--- src/rtl/dmem_handshake_bridge_pkg.sv ---
`default_nettype none
// ============================================================================
// Module      : dmem_handshake_bridge_pkg
// Description : Shared types and constants for the data-memory handshake
//               bridge. This package holds the FSM state encoding, the default
//               REQ-phase timeout, and an address alignment helper.
//               The optional timeout logic is enabled by defining the
//               DMEM_TIMEOUT_EN macro.
// Revision    : 1.0 - initial release
// ============================================================================
package dmem_handshake_bridge_pkg;

    // Bridge FSM encoding
    typedef enum logic [1:0] {
        IDLE = 2'd0,
        REQ  = 2'd1,
        DONE = 2'd2
    } state_t;

    // Default number of REQ cycles without ack before the access is aborted
    localparam int DEFAULT_TIMEOUT_CYCLES = 255;

    // Returns 1 when a byte address is word aligned
    function automatic logic is_word_aligned(input logic [1:0] addr_lsb);
        return (addr_lsb == 2'b00);
    endfunction

endpackage : dmem_handshake_bridge_pkg
`default_nettype wire

--- src/rtl/dmem_timeout_counter.sv ---
`default_nettype none
// ============================================================================
// Module      : dmem_timeout_counter
// Description : Counts REQ cycles in which no ack arrived. 'expired' is raised
//               combinationally in the cycle in which the count would reach
//               LIMIT. This means a REQ phase that never sees an ack ends after
//               exactly LIMIT cycles. The bridge instantiates this module only
//               when DMEM_TIMEOUT_EN is defined.
// Ports       : clk     - clock, rising edge
//               rst     - synchronous reset, active low
//               clear   - zero the count (asserted outside REQ)
//               enable  - count this cycle (REQ without ack)
//               expired - limit reached this cycle
// Revision    : 1.0 - initial release
// ============================================================================
module dmem_timeout_counter #(
    parameter int LIMIT = 255                // must be >= 1
) (
    input  logic clk,
    input  logic rst,
    input  logic clear,
    input  logic enable,
    output logic expired
);

    // At least 8 bits, wider if LIMIT needs it
    localparam int CW = (LIMIT < 256) ? 8 : $clog2(LIMIT + 1);

    logic [CW-1:0] count;

    always_ff @(posedge clk) begin
        if (!rst) begin
            count <= '0;
        end else if (clear) begin
            count <= '0;
        end else if (enable) begin
            count <= count + 1'b1;
        end
    end

    // The count holds the number of ack-less REQ cycles before this one, so
    // this cycle is the LIMIT-th when count equals LIMIT-1.
    assign expired = enable && (count == CW'(LIMIT - 1));

endmodule : dmem_timeout_counter
`default_nettype wire

--- src/rtl/dmem_handshake_bridge.sv ---
`default_nettype none
// ============================================================================
// Module      : dmem_handshake_bridge
// Description : Bridges the CPU's MEM phase to a variable-latency data SRAM
//               over a req/ack handshake. The bridge captures one load or
//               store, then holds the memory request until it is acknowledged.
//               It registers load data and stalls the CPU until a one-cycle
//               cpu_done pulse.
//               Optional feature: define DMEM_TIMEOUT_EN to abort a REQ phase
//               after TIMEOUT_CYCLES cycles without ack (completes with err).
// Ports       : clk, rst (sync, active low)
//               cpu_read/cpu_write/cpu_addr/cpu_wdata - CPU request (level)
//               cpu_rdata/cpu_stall/cpu_done/cpu_err  - CPU response
//               mem_req/mem_we/mem_addr/mem_wdata     - memory request
//               mem_ack/mem_rdata                     - memory response
// Revision    : 1.0 - initial release
// ============================================================================
module dmem_handshake_bridge
    import dmem_handshake_bridge_pkg::*;
#(
    parameter int ADDR_W         = 32,
    parameter int DATA_W         = 32,
    parameter int TIMEOUT_CYCLES = DEFAULT_TIMEOUT_CYCLES
) (
    input  logic              clk,
    input  logic              rst,
    input  logic              cpu_read,
    input  logic              cpu_write,
    input  logic [ADDR_W-1:0] cpu_addr,
    input  logic [DATA_W-1:0] cpu_wdata,
    output logic [DATA_W-1:0] cpu_rdata,
    output logic              cpu_stall,
    output logic              cpu_done,
    output logic              cpu_err,
    output logic              mem_req,
    output logic              mem_we,
    output logic [ADDR_W-1:0] mem_addr,
    output logic [DATA_W-1:0] mem_wdata,
    input  logic              mem_ack,
    input  logic [DATA_W-1:0] mem_rdata
);

    state_t state;
    state_t state_nxt;

    logic   req_any;
    logic   aligned;
    logic   timeout_hit;
    logic   err_q;

    assign req_any = cpu_read | cpu_write;
    assign aligned = is_word_aligned(cpu_addr[1:0]);

    // ------------------------------------------------------------------
    // Optional REQ-phase timeout
    // ------------------------------------------------------------------
`ifdef DMEM_TIMEOUT_EN
    logic tmo_clear;
    logic tmo_enable;

    // Clearing in every non-REQ cycle means the count is zero on REQ entry
    assign tmo_clear  = (state != REQ);
    assign tmo_enable = (state == REQ) && !mem_ack;

    dmem_timeout_counter #(
        .LIMIT   (TIMEOUT_CYCLES)
    ) u_timeout (
        .clk     (clk),
        .rst     (rst),
        .clear   (tmo_clear),
        .enable  (tmo_enable),
        .expired (timeout_hit)
    );
`else
    assign timeout_hit = 1'b0;
`endif

    // ------------------------------------------------------------------
    // FSM state register
    // ------------------------------------------------------------------
    always_ff @(posedge clk) begin
        if (!rst) begin
            state <= IDLE;
        end else begin
            state <= state_nxt;
        end
    end

    // ------------------------------------------------------------------
    // FSM next state and CPU-side outputs
    // ------------------------------------------------------------------
    always_comb begin
        state_nxt = state;
        cpu_done  = 1'b0;
        cpu_stall = 1'b0;
        cpu_err   = 1'b0;

        unique case (state)
            IDLE: begin
                // Stall goes combinationally from the request, so the CPU
                // holds in the same cycle in which it asks.
                cpu_stall = req_any;
                if (req_any) begin
                    state_nxt = aligned ? REQ : DONE;
                end
            end
            REQ: begin
                cpu_stall = 1'b1;
                // Ack wins over a timeout in the same cycle
                if (mem_ack || timeout_hit) begin
                    state_nxt = DONE;
                end
            end
            DONE: begin
                cpu_done  = 1'b1;
                cpu_err   = err_q;
                state_nxt = IDLE;
            end
            default: begin
                state_nxt = IDLE;
            end
        endcase
    end

    // ------------------------------------------------------------------
    // Request capture, memory-side outputs and load data
    // ------------------------------------------------------------------
    always_ff @(posedge clk) begin
        if (!rst) begin
            mem_req   <= 1'b0;
            mem_we    <= 1'b0;
            mem_addr  <= '0;
            mem_wdata <= '0;
            cpu_rdata <= '0;
            err_q     <= 1'b0;
        end else begin
            // Registered request: high exactly while the FSM sits in REQ
            mem_req <= (state_nxt == REQ);

            if ((state == IDLE) && req_any) begin
                // Simultaneous read+write is resolved as a write but flagged
                err_q <= (cpu_read & cpu_write) | !aligned;
                // Memory-side fields move only for accesses that reach memory
                if (aligned) begin
                    mem_we    <= cpu_write;
                    mem_addr  <= {cpu_addr[ADDR_W-1:2], 2'b00};
                    mem_wdata <= cpu_wdata;
                end
            end

            if (state == REQ) begin
                if (mem_ack) begin
                    if (!mem_we) begin
                        cpu_rdata <= mem_rdata;
                    end
                end else if (timeout_hit) begin
                    err_q <= 1'b1;
                end
            end
        end
    end

endmodule : dmem_handshake_bridge
`default_nettype wire

--- config.mk ---
export PLATFORM = sky130hd
export DESIGN_NAME = dmem_handshake_bridge
export DESIGN_NICKNAME = d
export VERILOG_FILES = /design/src/rtl/dmem_handshake_bridge_pkg.sv /design/src/rtl/dmem_timeout_counter.sv /design/src/rtl/dmem_handshake_bridge.sv
export SDC_FILE = /design/constraint.sdc
export NUM_CORES = 1
export LEC_CHECK = 0
export BUFFER_PORTS_ARGS = -buffer_cell sky130_fd_sc_hd__buf_2
export CAP_MARGIN = 20
export CORE_MARGIN = 2
export CORE_UTILIZATION = 45
export CTS_CLUSTER_DIAMETER = 150
export DETAILED_ROUTE_END_ITERATION = 10
export PLACE_DENSITY = 0.91
export SKIP_CTS_REPAIR_TIMING = 1
export SLEW_MARGIN = 30
export SYNTH_ARGS = -nofsm -noshare
export SYNTH_HDL_FRONTEND = slang
export SYNTH_SLANG_ARGS = --single-unit
--- constraint.sdc ---
create_clock -name clk -period 1.6 [get_ports clk]
set_input_delay 0.24 -clock clk [delete_from_list [all_inputs] [get_ports clk]]
set_output_delay 0.24 -clock clk [all_outputs]
set_load 0.05 [all_outputs]
==> report_table.html <==
<table>
<tr><th>Metric</th><th>Value</th></tr>
<tr><th colspan="2">Setup path</th></tr>
<tr><td>Critical path's slowest cell</td><td>dfxtp_1</td></tr>
<tr><td>Stage delay of the slowest cell on the critical path</td><td>400 ps</td></tr>
<tr><td>Crit path required time</td><td>1360 ps</td></tr>
<tr><td>Critical path start-end classification</td><td>flop to output pin</td></tr>
<tr><td>Type of element launching the critical path</td><td>flop</td></tr>
<tr><td>Largest fanout on the critical path</td><td>5</td></tr>
<tr><td>Category of the worst setup path capture point</td><td>output pin</td></tr>
<tr><td>Total buffers and inverters traversed by the critical path</td><td>2</td></tr>
<tr><td>Critical-path cell list</td><td>inv_1, nor3_2, buf_2</td></tr>
<tr><td>Critical Path AT</td><td>1270 ps</td></tr>
<tr><td>Largest delay contributor family on the critical path</td><td>buffers and inverters</td></tr>
<tr><th colspan="2">Yosys</th></tr>
<tr><td>Total number of yosys warnings</td><td>0</td></tr>
<tr><td>Ys flop type</td><td>dfxtp_1</td></tr>
<tr><td>Top area cells in the synthesized netlist</td><td>dfxtp_1 (51%), mux2i_1 (16%), nand2_1 (15%)</td></tr>
<tr><td>Most used standard cells in the synthesized netlist</td><td>nand2_1 (159), dfxtp_1 (99), mux2i_1 (63), nand3_1 (33), o21ai_0 (33)</td></tr>
<tr><td>Cell area after synthesis</td><td>3894 sq um</td></tr>
<tr><td>Cell variety after synth</td><td>22</td></tr>
<tr><td>Avg Cell Area, Syn</td><td>8.809 sq um</td></tr>
<tr><td>Sequential area share after synthesis</td><td>0.5090</td></tr>
<tr><td>Cell with the most instances after synthesis</td><td>nand2_1</td></tr>
<tr><td>Fraction of synthesized cell area taken by the top area cell type</td><td>0.5090</td></tr>
<tr><td>Number of synthesized flops with an enable pin</td><td>0</td></tr>
<tr><td>Dominant cell type by area after synthesis</td><td>dfxtp_1</td></tr>
<tr><td>Share of flip-flops with an asynchronous set or reset</td><td>0</td></tr>
<tr><td>Number of synthesized register bits</td><td>99</td></tr>
<tr><td>Cell count after synthesis</td><td>442</td></tr>
<tr><th colspan="2">Finish</th></tr>
<tr><td>Area growth syn-to-layout</td><td>32.04%</td></tr>
<tr><td>Layout cells sized above 1</td><td>0.3638</td></tr>
<tr><td>Ant diodes</td><td>0</td></tr>
<tr><td>NumNets Final</td><td>732</td></tr>
<tr><td>Number of filler cells placed in the layout</td><td>724</td></tr>
<tr><th colspan="2">Timing</th></tr>
<tr><td>Final setup skew</td><td>14.22 ps</td></tr>
<tr><td>Final worst-path cycle share</td><td>0.9462</td></tr>
<tr><td>Final hold violations</td><td>0</td></tr>
<tr><td>Minimum period implied by the final worst setup slack</td><td>1514 ps</td></tr>
<tr><td>Setup TNS after final layout</td><td>0 ps</td></tr>
<tr><td>Max frequency</td><td>0.6605 GHz</td></tr>
<tr><td>Setup repair after global routing missed its margin</td><td>no</td></tr>
<tr><td>Final setup viols</td><td>0</td></tr>
<tr><td>Fin. max-slew vios</td><td>0</td></tr>
<tr><th colspan="2">Route</th></tr>
<tr><td>Number of nets still failing antenna checks after routing</td><td>0</td></tr>
<tr><td>Overall via count from detail_route</td><td>3557</td></tr>
<tr><td>Total wire length</td><td>9.798 mm</td></tr>
<tr><td>Post-detailed-route via-to-cell ratio</td><td>4.807</td></tr>
<tr><td>Final routed wire length divided by cell count</td><td>13.24 um</td></tr>
<tr><td>Pre-antenna DRT Iters</td><td>4</td></tr>
<tr><td>DRC viols</td><td>0</td></tr>
<tr><td>DRT iter0 DRCs</td><td>70</td></tr>
<tr><th colspan="2">Hold path</th></tr>
<tr><td>Type of the most critical hold path</td><td>primary input to flop</td></tr>
<tr><th colspan="2">Power</th></tr>
<tr><td>Ratio of total power to cell area</td><td>960.2 nW/um^2</td></tr>
<tr><td>Maximum VDD drop</td><td>0.0006663 V</td></tr>
<tr><td>Total Power</td><td>0.004936 W</td></tr>
<tr><td>Leakage component of the power</td><td>2.499 nW</td></tr>
<tr><th colspan="2">Clock tree</th></tr>
<tr><td>Maximum root-to-sink buffer count</td><td>2</td></tr>
<tr><td>Clk sinks</td><td>99</td></tr>
<tr><td>Inserted Clock Buffers</td><td>9</td></tr>
<tr><td>TritonCTS clock tree</td><td>built</td></tr>
<tr><td>CTS H-tree lvls</td><td>3</td></tr>
<tr><td>Clock latency of the later-clocked register in the worst-skew pair</td><td>350 ps</td></tr>
<tr><td>Cell chosen for the clock root</td><td>clkbuf_8</td></tr>
<tr><td>Clock transition time at the flip-flop clock pins of the worst setup and hold paths</td><td>100 ps</td></tr>
<tr><th colspan="2">Floorplan</th></tr>
<tr><td>Starting density of the core</td><td>0.4692</td></tr>
<tr><td>I/O Pins</td><td>202</td></tr>
<tr><td>Standard cell core area</td><td>8299 sq um</td></tr>
<tr><td>Overall die area</td><td>9413 sq um</td></tr>
<tr><td>DIE WIDTH</td><td>97.02 um</td></tr>
<tr><td>Die height</td><td>97.02 um</td></tr>
<tr><td>Rows</td><td>33</td></tr>
<tr><th colspan="2">Place</th></tr>
<tr><td>Placer's final routability congestion estimate</td><td>0.8462</td></tr>
<tr><td>Count of buffers from port buffering</td><td>199</td></tr>
<tr><td>Placed wire-length estimate</td><td>7.178 mm</td></tr>
<tr><th colspan="2">Global routing</th></tr>
<tr><td>Number of antenna violations at the first check in global routing</td><td>0</td></tr>
<tr><td>Overall track demand over capacity in global routing</td><td>0.1974</td></tr>
<tr><td>Total congestion overflow</td><td>0</td></tr>
<tr><td>Maximum number of pins on one net before global-route repair</td><td>74</td></tr>
<tr><td>Via count of the first global-routing pass</td><td>3532</td></tr>
<tr><td>First-pass GRT wire length</td><td>15.50 mm</td></tr>
<tr><th colspan="2">Run status</th></tr>
<tr><td>Status</td><td>completed</td></tr>
<tr><th colspan="2">Flow run</th></tr>
<tr><td>Max-cap violation count</td><td>0</td></tr>
</table>
## layer usage
layer | wire (um) | vias up | global-route usage
met1 | 3934 | 1612 | 0.2092
li1 | - | 1817 | -
met4 | 128 | 0 | 0.06176
met2 | 5131 | 116 | 0.3718
met3 | 604 | 12 | 0.05925
met5 | 0 | - | 0
## where the power goes
part           internal, W  total, W  switching (W)
clock             0.000567   0.00142       0.000849
combinational     0.000295  0.000919       0.000624
sequential         0.00256   0.00260      0.0000463
## registers in the layout, indices dropped and copies added (netlist names)
signal and flops:
cpu_rdata 32, err_q 1, mem_addr 30, mem_req 1, mem_wdata 32, mem_we 1
state 2
## placed cells by master, fill, tap and decap left out
cell        netlist  routed
dfxtp_1          99      99
clkinv_4          0       1
a21oi_1           1       1
nor2b_1           1       1
nor3_1            2       1
o211a_1           2       2
nand3_1          33      33
buf_12            4       2
mux2i_1          63      63
nor3_2            0       1
nor2_1            4       4
clkbuf_16         0       1
buf_8             0       1
a221oi_1          1       1
buf_6             1       1
nor4b_4           1       1
nand4bb_2         0       1
o221ai_1          1       1
clkbuf_8          0       9
conb_1            1       2
inv_1             3       3
buf_2             3     198
buf_4             4      11
nand2_1         159     159
clkinvlp_4        0       3
clkbuf_1         23       1
o21ai_0          33      33
inv_6             0       1
## worst reg2reg max path: cells and delay by family (launching register included)
kind | cells | cell delay [ps]
simple gates | 2 | 420
flops | 1 | 350
buf+inv | 2 | 410
mux | 1 | 220
## area by class of cell
cell class | count | area [sq um] | share of cell area
clock buffer | 10 | 127.6 | 0.02482
clock inverter | 5 | 40.04 | 0.007788
inverter | 3 | 11.26 | 0.002190
multi-input combinational | 304 | 1684 | 0.3276
sequential | 99 | 1982 | 0.3855
tap | 105 | 131.4 | 0.02555
timing repair buffer | 214 | 1165 | 0.2266
## through the flow
step                hold slack, ps  area, sq um  std cells  setup WS, ps  utilization
global placement             438.3         4935        722         205.3       0.5946
floorplan                    379.9         3902        443         74.83            -
global route                 99.16         5141        740         8.522       0.6195
detailed placement           443.9         4935        722         102.7       0.5946
CTS                          107.2         5102        737         63.34       0.6148
finish                       124.4         5141        740         86.03       0.6195
## cell families (layout without fill, tap and decap cells)
kind of cell           after synthesis  count (layout)  synth area share
AOI/OAI and AO/OA                   38              38           0.05334
buffers and inverters               40             232           0.06202
DFF                                 99              99            0.5090
muxes                               63              63            0.1620
other                                1               2         0.0009631
and+or+nand+nor                    201             201            0.2127
## worst paths after layout
check / slack, ps / from / end / cells past startpoint
max: 90 / state[1] / cpu_err / 3
min: 120 / mem_rdata[1] / cpu_rdata[1] / 3
max reg2reg: 120 / state[1] / mem_addr[15] / 5
min reg2reg: 460 / mem_wdata[1] / mem_wdata[1] / 2
Note: power is estimated with default switching activity, not from simulation.
